## src/rtl/mem_port_arbiter_pkg.sv

```systemverilog
// Shared types and constants for the two-requester memory port arbiter.
package mem_port_arbiter_pkg;

  localparam int DATA_W      = 32;
  localparam int LAT_DEFAULT = 2;
  localparam int CNT_W       = 3;

  typedef enum logic [1:0] {
    ST_IDLE  = 2'd0,
    ST_ISSUE = 2'd1,
    ST_WAIT  = 2'd2,
    ST_RESP  = 2'd3
  } state_e;

  typedef enum logic {
    OWN_IF = 1'b0,
    OWN_D  = 1'b1
  } owner_e;

endpackage

```

## src/rtl/mem_port_arbiter_if.sv

```systemverilog
// Bundle of the fetch, data and memory-side signals around the arbiter.
interface mem_port_arbiter_if;
  import mem_port_arbiter_pkg::*;

  logic              if_req;
  logic [DATA_W-1:0] if_addr;
  logic [DATA_W-1:0] if_rdata;
  logic              if_valid;
  logic              d_req;
  logic              d_we;
  logic [DATA_W-1:0] d_addr;
  logic [DATA_W-1:0] d_wdata;
  logic [DATA_W-1:0] d_rdata;
  logic              d_valid;
  logic              mem_en;
  logic              mem_we;
  logic [DATA_W-1:0] mem_addr;
  logic [DATA_W-1:0] mem_wdata;
  logic [DATA_W-1:0] mem_rdata;

  // Arbiter side
  modport slave (
    input  if_req, if_addr, d_req, d_we, d_addr, d_wdata, mem_rdata,
    output if_rdata, if_valid, d_rdata, d_valid,
    output mem_en, mem_we, mem_addr, mem_wdata
  );

  // Requesters and memory model side
  modport master (
    output if_req, if_addr, d_req, d_we, d_addr, d_wdata, mem_rdata,
    input  if_rdata, if_valid, d_rdata, d_valid,
    input  mem_en, mem_we, mem_addr, mem_wdata
  );

endinterface

```

## src/rtl/mem_port_arbiter.sv

```systemverilog
// Shares one fixed-latency memory port between a fetch and a data requester,
// round-robin on ties. LAT is the memory read latency, legal range 1..7.
//
// state    | meaning
// ST_IDLE  | sample requests, grant one and latch its command
// ST_ISSUE | one-cycle memory strobe from the latched command
// ST_WAIT  | count down the read latency, capture rdata at cnt == 0
// ST_RESP  | one-cycle valid pulse to the owner, no request sampling
module mem_port_arbiter
  import mem_port_arbiter_pkg::*;
#(
  parameter int LAT = LAT_DEFAULT
) (
  input  logic              clk,
  input  logic              rst,
  mem_port_arbiter_if.slave bus
);

  state_e            state_q, state_d;
  logic [CNT_W-1:0]  cnt_q, cnt_d;
  owner_e            owner_q, owner_d;
  owner_e            last_owner_q, last_owner_d;
  owner_e            grant;
  logic              we_q, we_d;
  logic [DATA_W-1:0] addr_q, addr_d;
  logic [DATA_W-1:0] wdata_q, wdata_d;
  logic [DATA_W-1:0] if_rdata_q, if_rdata_d;
  logic [DATA_W-1:0] d_rdata_q, d_rdata_d;

  always_ff @(posedge clk) begin
    if (!rst) begin
      state_q      <= ST_IDLE;
      cnt_q        <= '0;
      owner_q      <= OWN_IF;
      last_owner_q <= OWN_IF;
      we_q         <= 1'b0;
      addr_q       <= '0;
      wdata_q      <= '0;
      if_rdata_q   <= '0;
      d_rdata_q    <= '0;
    end else begin
      state_q      <= state_d;
      cnt_q        <= cnt_d;
      owner_q      <= owner_d;
      last_owner_q <= last_owner_d;
      we_q         <= we_d;
      addr_q       <= addr_d;
      wdata_q      <= wdata_d;
      if_rdata_q   <= if_rdata_d;
      d_rdata_q    <= d_rdata_d;
    end
  end

  always_comb begin
    state_d      = state_q;
    cnt_d        = cnt_q;
    owner_d      = owner_q;
    last_owner_d = last_owner_q;
    we_d         = we_q;
    addr_d       = addr_q;
    wdata_d      = wdata_q;
    if_rdata_d   = if_rdata_q;
    d_rdata_d    = d_rdata_q;
    grant        = OWN_IF;

    // On a tie the requester not granted last wins
    if (bus.if_req && bus.d_req) begin
      grant = (last_owner_q == OWN_IF) ? OWN_D : OWN_IF;
    end else if (bus.d_req) begin
      grant = OWN_D;
    end

    case (state_q)
      ST_IDLE: begin
        if (bus.if_req || bus.d_req) begin
          owner_d      = grant;
          last_owner_d = grant;
          we_d         = (grant == OWN_D) && bus.d_we;
          addr_d       = (grant == OWN_D) ? bus.d_addr : bus.if_addr;
          wdata_d      = (grant == OWN_D) ? bus.d_wdata : '0;
          state_d      = ST_ISSUE;
        end
      end
      ST_ISSUE: begin
        if (we_q) begin
          state_d = ST_RESP;
        end else begin
          cnt_d   = CNT_W'(LAT - 1);
          state_d = ST_WAIT;
        end
      end
      ST_WAIT: begin
        if (cnt_q == '0) begin
          if (owner_q == OWN_D) d_rdata_d  = bus.mem_rdata;
          else                  if_rdata_d = bus.mem_rdata;
          state_d = ST_RESP;
        end else begin
          cnt_d = cnt_q - 1'b1;
        end
      end
      ST_RESP: state_d = ST_IDLE;
      default: state_d = ST_IDLE;
    endcase
  end

  always_comb begin
    bus.mem_en    = (state_q == ST_ISSUE);
    bus.mem_we    = (state_q == ST_ISSUE) && we_q;
    bus.mem_addr  = (state_q == ST_ISSUE) ? addr_q : '0;
    bus.mem_wdata = (state_q == ST_ISSUE) ? wdata_q : '0;
    bus.if_valid  = (state_q == ST_RESP) && (owner_q == OWN_IF);
    bus.d_valid   = (state_q == ST_RESP) && (owner_q == OWN_D);
    bus.if_rdata  = if_rdata_q;
    bus.d_rdata   = d_rdata_q;
  end

endmodule

```

## src/flat_wrapper.sv

```systemverilog
// flat-port wrapper written by rule: the top's interface ports become plain ports
module mem_port_arbiter_flat import mem_port_arbiter_pkg::*;
#(
  parameter int LAT = LAT_DEFAULT
)
  (clk, rst, bus_if_req, bus_if_addr, bus_d_req, bus_d_we, bus_d_addr, bus_d_wdata, bus_mem_rdata, bus_if_rdata, bus_if_valid, bus_d_rdata, bus_d_valid, bus_mem_en, bus_mem_we, bus_mem_addr, bus_mem_wdata);
  mem_port_arbiter_if bus_i ();
  input  logic clk;
  input  logic rst;
  input wire logic [$bits(bus_i.if_req)-1:0] bus_if_req;
  input wire logic [$bits(bus_i.if_addr)-1:0] bus_if_addr;
  input wire logic [$bits(bus_i.d_req)-1:0] bus_d_req;
  input wire logic [$bits(bus_i.d_we)-1:0] bus_d_we;
  input wire logic [$bits(bus_i.d_addr)-1:0] bus_d_addr;
  input wire logic [$bits(bus_i.d_wdata)-1:0] bus_d_wdata;
  input wire logic [$bits(bus_i.mem_rdata)-1:0] bus_mem_rdata;
  output wire logic [$bits(bus_i.if_rdata)-1:0] bus_if_rdata;
  output wire logic [$bits(bus_i.if_valid)-1:0] bus_if_valid;
  output wire logic [$bits(bus_i.d_rdata)-1:0] bus_d_rdata;
  output wire logic [$bits(bus_i.d_valid)-1:0] bus_d_valid;
  output wire logic [$bits(bus_i.mem_en)-1:0] bus_mem_en;
  output wire logic [$bits(bus_i.mem_we)-1:0] bus_mem_we;
  output wire logic [$bits(bus_i.mem_addr)-1:0] bus_mem_addr;
  output wire logic [$bits(bus_i.mem_wdata)-1:0] bus_mem_wdata;
  assign bus_i.if_req = bus_if_req;
  assign bus_i.if_addr = bus_if_addr;
  assign bus_i.d_req = bus_d_req;
  assign bus_i.d_we = bus_d_we;
  assign bus_i.d_addr = bus_d_addr;
  assign bus_i.d_wdata = bus_d_wdata;
  assign bus_i.mem_rdata = bus_mem_rdata;
  assign bus_if_rdata = bus_i.if_rdata;
  assign bus_if_valid = bus_i.if_valid;
  assign bus_d_rdata = bus_i.d_rdata;
  assign bus_d_valid = bus_i.d_valid;
  assign bus_mem_en = bus_i.mem_en;
  assign bus_mem_we = bus_i.mem_we;
  assign bus_mem_addr = bus_i.mem_addr;
  assign bus_mem_wdata = bus_i.mem_wdata;
  mem_port_arbiter #(.LAT(LAT)) u_core (.clk(clk), .rst(rst), .bus(bus_i));
endmodule
```

## config.mk

```make
export PLATFORM = sky130hd
export DESIGN_NAME = mem_port_arbiter_flat
export DESIGN_NICKNAME = d
export VERILOG_FILES = /design/src/rtl/mem_port_arbiter_pkg.sv /design/src/rtl/mem_port_arbiter_if.sv /design/src/rtl/mem_port_arbiter.sv /design/src/flat_wrapper.sv
export SDC_FILE = /design/constraint.sdc
export NUM_CORES = 1
export LEC_CHECK = 0
export BUFFER_PORTS_ARGS = -buffer_cell sky130_fd_sc_hd__buf_4
export CAP_MARGIN = 20
export CORE_MARGIN = 2
export CORE_UTILIZATION = 43
export CTS_BUF_LIST = sky130_fd_sc_hd__clkbuf_8
export DETAILED_ROUTE_END_ITERATION = 10
export PLACE_DENSITY = 0.84
export RECOVER_POWER = 25
export SLEW_MARGIN = 10
export SYNTH_ARGS = -nofsm -noshare
export SYNTH_HDL_FRONTEND = slang
export SYNTH_SLANG_ARGS = --single-unit
```

## constraint.sdc

```tcl
create_clock -name clk -period 1.6 [get_ports clk]
set_clock_uncertainty 0.15 [all_clocks]
set_input_delay 0.08 -clock clk [delete_from_list [all_inputs] [get_ports clk]]
set_output_delay 0.08 -clock clk [all_outputs]
set_load 0.01 [all_outputs]
```

* Word-level counts from Yosys, hierarchy flattened
Cells that the tools add are included.
** Operators by class
- Reduce and logical (&&, ||, !) cells :: 14
- Bitwise operators :: 1
- Multiplexer cells :: 14
- Eq/ne operators :: 7
- Add/sub/neg operators :: 1
** Operators with widths (count)
- 32-bit two-way mux :: 4
- 3-bit AND reduction :: 3
- 2-bit case mux with 4 select lines :: 1
- 3-bit two-way mux :: 2
- 3-bit case mux with 2 select lines :: 1
- 1-bit logical AND :: 5
- 2-bit equality test, second input constant :: 2
- 1-bit two-way mux :: 4
- 2-bit two-way mux :: 2
- 2-bit by 1-bit inequality test with 1-bit output, second input constant :: 2
- 2-bit inequality test, second input constant :: 2
- 2-bit AND reduction :: 2
- 3-bit zero test :: 1
- 3-bit by 1-bit subtractor with 3-bit output, second input constant :: 1
- 2-bit by 1-bit equality test with 1-bit output, second input constant :: 1
- 2-bit zero test :: 1
- 2-bit nonzero test :: 1
- 1-bit logical OR :: 1
- 1-bit NOT :: 1
** Storage, ports and cells
- Register bits :: 135
- Input port bits :: 133
- Word-level logic and storage cells :: 45
- Output and inout port bits :: 132

* Logic depth before layout (Yosys ltp)
Gate-level depths: netlist of run 1.
- Depth after elaboration :: 3
- Gate-level depth with buffers :: 7

* Worst setup path before layout of run 1
Ideal clock, no wire load.
- Path type :: flip-flop to flip-flop
- Start :: reg u_core.state_q[0]
- End :: reg u_core.cnt_q[2]
- Path slack :: -0.086 ns
- Arrival time :: 1.419 ns
- Clock period less this slack :: 1.686 ns
- Required time :: 1.334 ns
- Buffers on the path :: 0
- Cell stages (with the launch flop) :: 6
- Path through :: dfxtp_1 -> inv_1 -> ha_1 -> a21boi_0 -> o21ai_0 -> a31o_2
** Between the ends
- Word-level cells in the longest chain between the ends :: 3
** Ends and longest elaborated chain
- from (decl) :: RTL line mem_port_arbiter.sv:19 : state_e state_q, state_d;
- from (signal assigned) :: RTL line mem_port_arbiter.sv:42 : state_q <= state_d;
- 2-bit equality test / 2-bit by 1-bit equality test with 1-bit output (equally long branches) :: RTL line mem_port_arbiter.sv:73 : case (state_q)
- 2-bit inequality test (no line) / 2-bit nonzero test (equally long branches)
- 3-bit AND reduction (no line)
- to (signal assigned) :: RTL line mem_port_arbiter.sv:43 : cnt_q <= cnt_d;
- to (decl) :: RTL line mem_port_arbiter.sv:20 : logic [CNT_W-1:0] cnt_q, cnt_d;
Several ways; a longest one is shown, not always the timed one.
A chain may end at the register's enable or synchronous reset.

* Worst setup path after layout of run 1
- Start :: reg u_core.state_q[0]
- End :: out bus_mem_wdata[15]
** Between the ends
- Word-level cells in the longest chain between the ends :: 2
** Ends and longest elaborated chain
- 2-bit by 1-bit equality test with 1-bit output :: RTL line mem_port_arbiter.sv:110 : bus.mem_wdata = (state_q == ST_ISSUE) ? wdata_q : '0;
- 32-bit two-way mux :: RTL line mem_port_arbiter.sv:110
- to (decl) :: RTL line flat_wrapper.sv:24 : output wire logic [$bits(bus_i.mem_wdata)-1:0] bus_mem_wdata;
Every way passes these cells.

==> summary.md, run 1 <==
| Metric | Value |
|---|---|
| Run status | `finished, violations left` |
| Violated checks | `negative setup slack` |
| Core Footprint | `~0.013 mm2` |
| Global Route Usage Sum | `a little under 30%` |
| Worst Setup Start Kind | `flop` |
| Total of max-cap violations | `0` |
| Syn Area/Cell | `around 8.4 um2` |
| Actual slew at the worst max-slew pin | `between 0.4 and 0.5 ns` |
| Layout cells sized above 1 | `34.4%` |
| Worst slew margin | `between 70 and 80%` |
| Fill cell count | `718` |
| Worst-skew pair later-pin latency | `0.43 ns` |
| Asr flop ratio synth | `0%` |
| Hold Path Cell Cnt | `3` |
| Crit share post-route | `119%` |
| Fin. Hold Viols | `0` |
| CTS Buffer Depth | `2` |
| Die H | `118 um` |
| Post-synth EDFFs | `0` |
| Vias | `between 6k and 7k` |
| Final worst-path setup slack | `-0.299 ns` |
| Port bufs | `about 260` |
| Rows | `between 40 and 50` |
| Most frequent cells in the layout | `231 x buf_4, 133 x dfxtp_1, 132 x dlygate4sd3_1, 131 x nand2_1` |
| Ant. Diodes | `0` |
| Initial antenna violation count | `0` |
| CTS clk-pin slew, worst paths | `~0.080 ns` |
| Library cells used by synthesis | `41` |
| Vias in the first global route | `between 6k and 7k` |
| Clock power share | `21.0%` |
| Starting Density | `a little over two fifths` |
| Post-route DRC violation count | `0` |
| Tightest Hold Check Type | `in2reg` |
| Worst EP arrival | `1.67 ns` |
| Wire length of the first global-routing pass | `33000 um` |
| Worst setup path category | `reg2out` |
| Final min period | `1.90 ns` |
| Largest net degree at the start of global routing | `86` |
| Logic gate share of total power | `between 40% and 50%` |
| Die Area | `0.0138 mm2` |
| Worst reg-to-reg path cell count | `8` |
| Final setup violation count | `162` |
| Synth area leader | `dfxtp_1` |
| #FFs+latches synth | `~140` |
| Starting DRT DRC Count | `around 540` |
| Routed len/inst | `19.4 um` |
| Via/cell ratio | `5.50` |
| Worst setup EP type | `primary output` |
| Antenna-violating nets left | `0` |
| Setup_tns | `-22.16 ns` |
| Syn nets | `800` |
| H-tree levels | `4` |
| CTS root buf | `clkbuf_8` |
| Total grt overflow | `0` |
| RSZ-0062 raised after global routing | `yes` |
| Clock Sinks | `about 140` |
| Leakage | `4.36 nW` |
| CTS tree | `done` |
| Sequential fraction of the synthesis area | `48.7%` |
| Final Wtd Congestion | `slightly above 0.8` |
| Area fraction of the dominant cell type after synthesis | `48.7%` |
| Pint | `7.79 mW` |
| Psw | `4.25 mW` |
| Worst Path Required | `1.37 ns` |
| Fin. max-slew vios | `0` |
| Power per cell area | `1210 mW/mm2` |
| Area added between synthesis and finish | `79.6%` |
| Top-Level Pins | `~270` |
| Nets | `between 1k and 1.5k` |
| Sw frac | `35.3%` |
| Ys Warns | `0` |
| Post-Syn Instances | `660` |
| Synthesized area | `0.00554 mm2` |
| Fmax | `approximately 0.53 GHz` |
| CTS Buf Count | `17` |
| Ys flop type | `dfxtp_1` |
| Total power | `~12 mW` |
| Total wire length | `23900 um` |
| Most common cell after layout, fill and taps aside | `buf_4` |
| First drt pass iteration count | `5` |
| Worst VDD drop | `0.808 mV` |
| Sequential power share | `between 30% and 40%` |
| Die width | `118 um` |
| Dpl hpwl | `10800 um` |
| Top cells by area, synth | `dfxtp_1 49%, nand2_1 8.9%, and2_1 7.4%` |
| CP max FO | `32` |
through the flow:
stage | instances | hold WS, ns | utilization, % | area [um2] | setup WS [ns]
finish | 1234 | 0.268 | 78.9 | 9950 | -0.299
global route | 1234 | 0.255 | 78.9 | 9950 | -0.339
CTS | 1219 | 0.226 | 75.6 | 9540 | -0.215
detailed placement | 1055 | 0.150 | 61.2 | 7720 | -0.171
global placement | 1055 | 0.145 | 61.2 | 7720 | -0.0809
floorplan | 660 | 0.0487 | - | 5550 | 0.00757
cells in the mapped netlist (all sizes together), types with 2 or more instances:
cell type    n
buf         42
ha           7
a21boi       2
clkbuf      17
inv          6
nand3       65
a31oi       32
dfxtp      135
and2        66
nor2         3
o21ai       97
nand2      131
and3         2
a21oi        3
a22o        33
nand2b       2
logic make-up after synthesis:
kind of cell	Yosys count	synth area share (%)
AO/OA/AOI/OAI	176	19.7
adder cells (fa/ha/maj)	7	1.58
buffers and inverters	65	5.87
flip-flops	135	48.7
multiplexers	1	0.181
AND/OR/NAND/NOR	276	23.9
power by group through the flow:
stage | registers (mW) | clock network [mW] | logic (mW)
after floorplan | 4.35 | 0 | 2.02
after global placement | 4.33 | 0 | 3.48
after detailed placement | 4.35 | 0 | 3.54
after CTS | 4.29 | 2.52 | 4.14
after global routing | 4.43 | 2.72 | 5.39
final | 4.39 | 2.53 | 5.12
routing by layer:
layer | vias up | share of wire [%] | global-route usage (%)
met5 | - | 0 | 0
met1 | 3164 | 36 | 31.0
met4 | 0 | 6.2 | 18.1
li1 | 3055 | - | -
met3 | 136 | 7.2 | 8.09
met2 | 435 | 51 | 52.9
worst max-delay path, cell delays in order (launching register included):
cell	delay [ns]
dfxtp_2	0.35
buf_6	0.12
ha_4	0.24
buf_16	0.20
and2_1	0.17
buf_4	0.13
registers in the layout, indices dropped and copies added, names as in the netlist:
name and cells:
u_core.wdata_q 32, u_core.cnt_q 3, u_core.state_q 2, u_core.bus.d_rdata 32, u_core.bus.if_rdata 32, u_core.we_q 1, u_core.addr_q 32, u_core.last_owner_q 1
path summary, 6_finish.rpt:
| path | from | endpoint | slack, ns |
|---|---|---|---|
| worst max register to register | u_core.state_q[0] | u_core.wdata_q[0] | -0.13 |
| worst min-delay path | bus_d_wdata[4] | u_core.wdata_q[4] | 0.27 |
| worst max-delay path | u_core.state_q[0] | bus_mem_wdata[15] | -0.30 |
| worst min register to register | u_core.bus.d_rdata[21] | u_core.bus.d_rdata[21] | 0.30 |
cell type report:
type | instances | area [um2] | share of cell area (%)
clock buffers | 23 | 317 | 3.18
inverters | 6 | 25.0 | 0.251
flip-flops and latches | 135 | 2710 | 27.2
clock inverters | 5 | 25.0 | 0.251
repair buffers | 433 | 3900 | 39.2
well taps | 172 | 215 | 2.16
multi-input cells | 460 | 2770 | 27.8
what timing repair did:
item,4_1_cts,5_1_grt
setup buffers,2,8
gates resized for setup,24,80
setup endpoints to repair,124,158
hold buffers,132,0
gates cloned,2,8
pin swaps,2,22
hold endpoints to repair,133,0
No activity file was read; power rests on OpenSTA's default activity.
==> run 2, diff against run 1 <==
Settings changed: GPL_TIMING_DRIVEN set to 0.
==> summary.md, run 2 (synthesis gave the netlist of run 1 again) <==
| Metric | Value |
|---|---|
| Dpl hpwl | `12700 um (was 10800 um)` |
| Wire length of the first global-routing pass | `40800 um (was 33000 um)` |
| Worst setup path category | `reg2out (unchanged)` |
| Initial antenna violation count | `6 (was 0)` |
| Actual slew at the worst max-slew pin | `0.541 ns (was 0.427 ns)` |
| Power per cell area | `1280 mW/mm2 (was 1210 mW/mm2)` |
| Routed len/inst | `23.7 um (was 19.4 um)` |
| Psw | `5.13 mW (was 4.25 mW)` |
| Pint | `8.72 mW (was 7.79 mW)` |
| Total power | `13.8 mW (was 12.0 mW)` |
| Most common cell on crit path | `clkbuf_16` |
| Worst setup EP type | `primary output (unchanged)` |
| Total wire length | `30800 um (was 23900 um)` |
| Violated checks | `negative setup slack (unchanged)` |
| Die width | `118 um (unchanged)` |
| Post-route DRC violation count | `0 (unchanged)` |
| Met1 WL | `9740 um (was 8500 um)` |
| Crit path buffers/inverters | `3 (unchanged)` |
| Port bufs | `264 (unchanged)` |
| CTS Buffer Depth | `2 (unchanged)` |
| Vias in the first global route | `7416 (was 6527)` |
| Clock power share | `17.6% (was 21.0%)` |
| CP max stage delay | `0.41 ns (was 0.35 ns)` |
| Vias | `7791 (was 6790)` |
| Final min period | `1.96 ns (was 1.90 ns)` |
| Pre-CTS WS | `-0.369 ns (was -0.171 ns)` |
| Starting Density | `43.9% (unchanged)` |
| Tightest Hold Check Type | `in2reg (unchanged)` |
| Area added between synthesis and finish | `94.4% (was 79.6%)` |
| Crit share post-route | `123% (was 119%)` |
| CTS tree | `done (unchanged)` |
| Clock Sinks | `135 (unchanged)` |
| Sequential power share | `32.5% (was 36.5%)` |
| Max Used Layer | `met5 (was met4)` |
| Worst Setup Start Kind | `flop (unchanged)` |
| Total of max-cap violations | `0 (unchanged)` |
| CTS clk-pin slew, worst paths | `0.08 ns (about the same)` |
| CP max FO | `6 (was 32)` |
| Starting DRT DRC Count | `910 (was 541)` |
| Critical-path top delay cell | `dfxtp_4 (was dfxtp_2)` |
| Final worst-path setup slack | `-0.361 ns (was -0.299 ns)` |
| Logic gate share of total power | `49.8% (was 42.5%)` |
| Most common cell after layout, fill and taps aside | `buf_4 (unchanged)` |
| Fmax | `0.510 GHz (was 0.527 GHz)` |
| Via/cell ratio | `6.00 (was 5.50)` |
| CTS root buf | `clkbuf_8 (unchanged)` |
| CP top delay family | `buffers and inverters (unchanged)` |
| Run status | `finished, violations left (unchanged)` |
| Leakage | `4.75 nW (was 4.36 nW)` |
| Rows | `41 (unchanged)` |
| CTS Buf Count | `17 (unchanged)` |
| Nets | `1252 (was 1193)` |
| Worst slew margin | `63.9% (was 71.5%)` |
| H-tree levels | `4 (unchanged)` |
| RSZ-0062 raised after global routing | `yes (unchanged)` |
| Most frequent cells in the layout | `192 x buf_4, 133 x dfxtp_1, 132 x dlygate4sd3_1, 131 x nand2_1, 81 x buf_6 (was 231 x buf_4, 133 x dfxtp_1, 132 x dlygate4sd3_1, 131 x nand2_1)` |
| Worst VDD drop | `0.786 mV (was 0.808 mV)` |
| Worst Path Required | `1.37 ns (about the same)` |
| Final setup violation count | `175 (was 162)` |
| Metal2 WL | `14600 um (was 12200 um)` |
| Antenna-violating nets left | `0 (unchanged)` |
| Fin. Hold Viols | `0 (unchanged)` |
| Layout cells sized above 1 | `40.9% (was 34.4%)` |
| Final Wtd Congestion | `0.858 (was 0.825)` |
| Sw frac | `37.0% (was 35.3%)` |
| Total grt overflow | `0 (unchanged)` |
| Core Footprint | `0.0126 mm2 (unchanged)` |
| CP Cell Sequence | `ha_4, clkbuf_16, clkbuf_16, and2_4, buf_6 (was buf_6, ha_4, buf_16, and2_1, buf_4)` |
| Worst-skew pair later-pin latency | `0.44 ns (was 0.43 ns)` |
| Worst EP arrival | `1.73 ns (was 1.67 ns)` |
| Global Route Usage Sum | `37.7% (was 29.7%)` |
| Fin. max-slew vios | `0 (unchanged)` |
| Largest net degree at the start of global routing | `17 (was 86)` |
| First drt pass iteration count | `7 (was 5)` |
| Die Area | `0.0138 mm2 (unchanged)` |
| Top-Level Pins | `265 (unchanged)` |
| Post-layout util | `85.4% (was 78.9%)` |
| WL met3 | `3010 um (was 1720 um)` |
| Die H | `118 um (unchanged)` |
## run 2: cell count changes in the layout (fill, tap and decap cells not counted), moves of 7 or more
| cell | delta |
|---|---|
| o21ai_0 | -31 |
| buf_8 | +15 |
| buf_2 | +13 |
| and2_1 | -41 |
| buf_6 | +55 |
| and2_4 | +41 |
| o21ai_1 | +24 |
| nand3_1 | +12 |
| a31oi_1 | -7 |
| nand3_2 | -12 |
| buf_4 | -39 |
| clkbuf_2 | +7 |
## run 2: cell type report
type | count | area [um2]
antenna | 6 | 15.0
buffer | 59 | 582
clock buffer | 20 | 275
clock inverter | 7 | 35.0
fill | 603 | 1840
inverter | 6 | 27.5
multi-input combinational | 460 | 2930
sequential | 135 | 2710
tap | 172 | 215
timing repair buffer | 433 | 3990
## run 2: metrics by stage
step	cells	TNS (ns)	cell area [um2]	hold slack, ns
global placement	1096	-28.70	7740	0.146
finish	1298	-29.31	10800	0.260
floorplan	660	0	5550	0.0487
global route	1296	-35.93	10800	0.241
CTS	1272	-15.49	10200	0.209
detailed placement	1096	-35.99	7740	0.149
## run 2: path summary, 6_finish.rpt
path	startpoint	slack, ns	endpoint	depth (start not counted)
setup / recovery	u_core.state_q[0]	-0.36	bus_mem_wdata[10]	5
hold / removal	bus_d_wdata[4]	0.26	u_core.wdata_q[4]	3
setup reg to reg	u_core.state_q[1]	-0.32	u_core.cnt_q[2]	6
hold reg to reg	u_core.bus.d_rdata[19]	0.31	u_core.bus.d_rdata[19]	2
## run 2: power by group through the flow
stage	clock network, mW	registers (mW)	logic, mW
floorplan	0	4.35	2.02
global placement	0	4.31	3.47
detailed placement	0	4.34	3.53
CTS	2.39	4.32	5.10
global route	2.58	4.51	7.10
finish	2.44	4.50	6.90
## run 2: layer usage
layer  global-route usage (%)  up-vias
li1                         -     3194
met1                     39.6     3583
met2                     67.0      721
met3                     8.53      291
met4                     25.8        2
met5                        0        -
## run 2: what timing repair did
item / 4_1_cts / 5_1_grt
pin swaps: 66 / 3
endpoints found under the hold margin: 133 / 0
setup endpoints to repair: 195 / 199
gates resized for setup: 196 / 144
setup buffers: 8 / 7
hold buffers: 132 / 0
gates cloned: 9 / 14
## run 2: worst reg2reg max path, delay by kind of cell (launching register included)
| kind | cells | cell delay [ns] |
|---|---|---|
| AO/OA/AOI/OAI | 3 | 0.84 |
| flip-flops | 1 | 0.37 |
| adder cells (fa/ha/maj) | 1 | 0.26 |
| buffers and inverters | 2 | 0.20 |
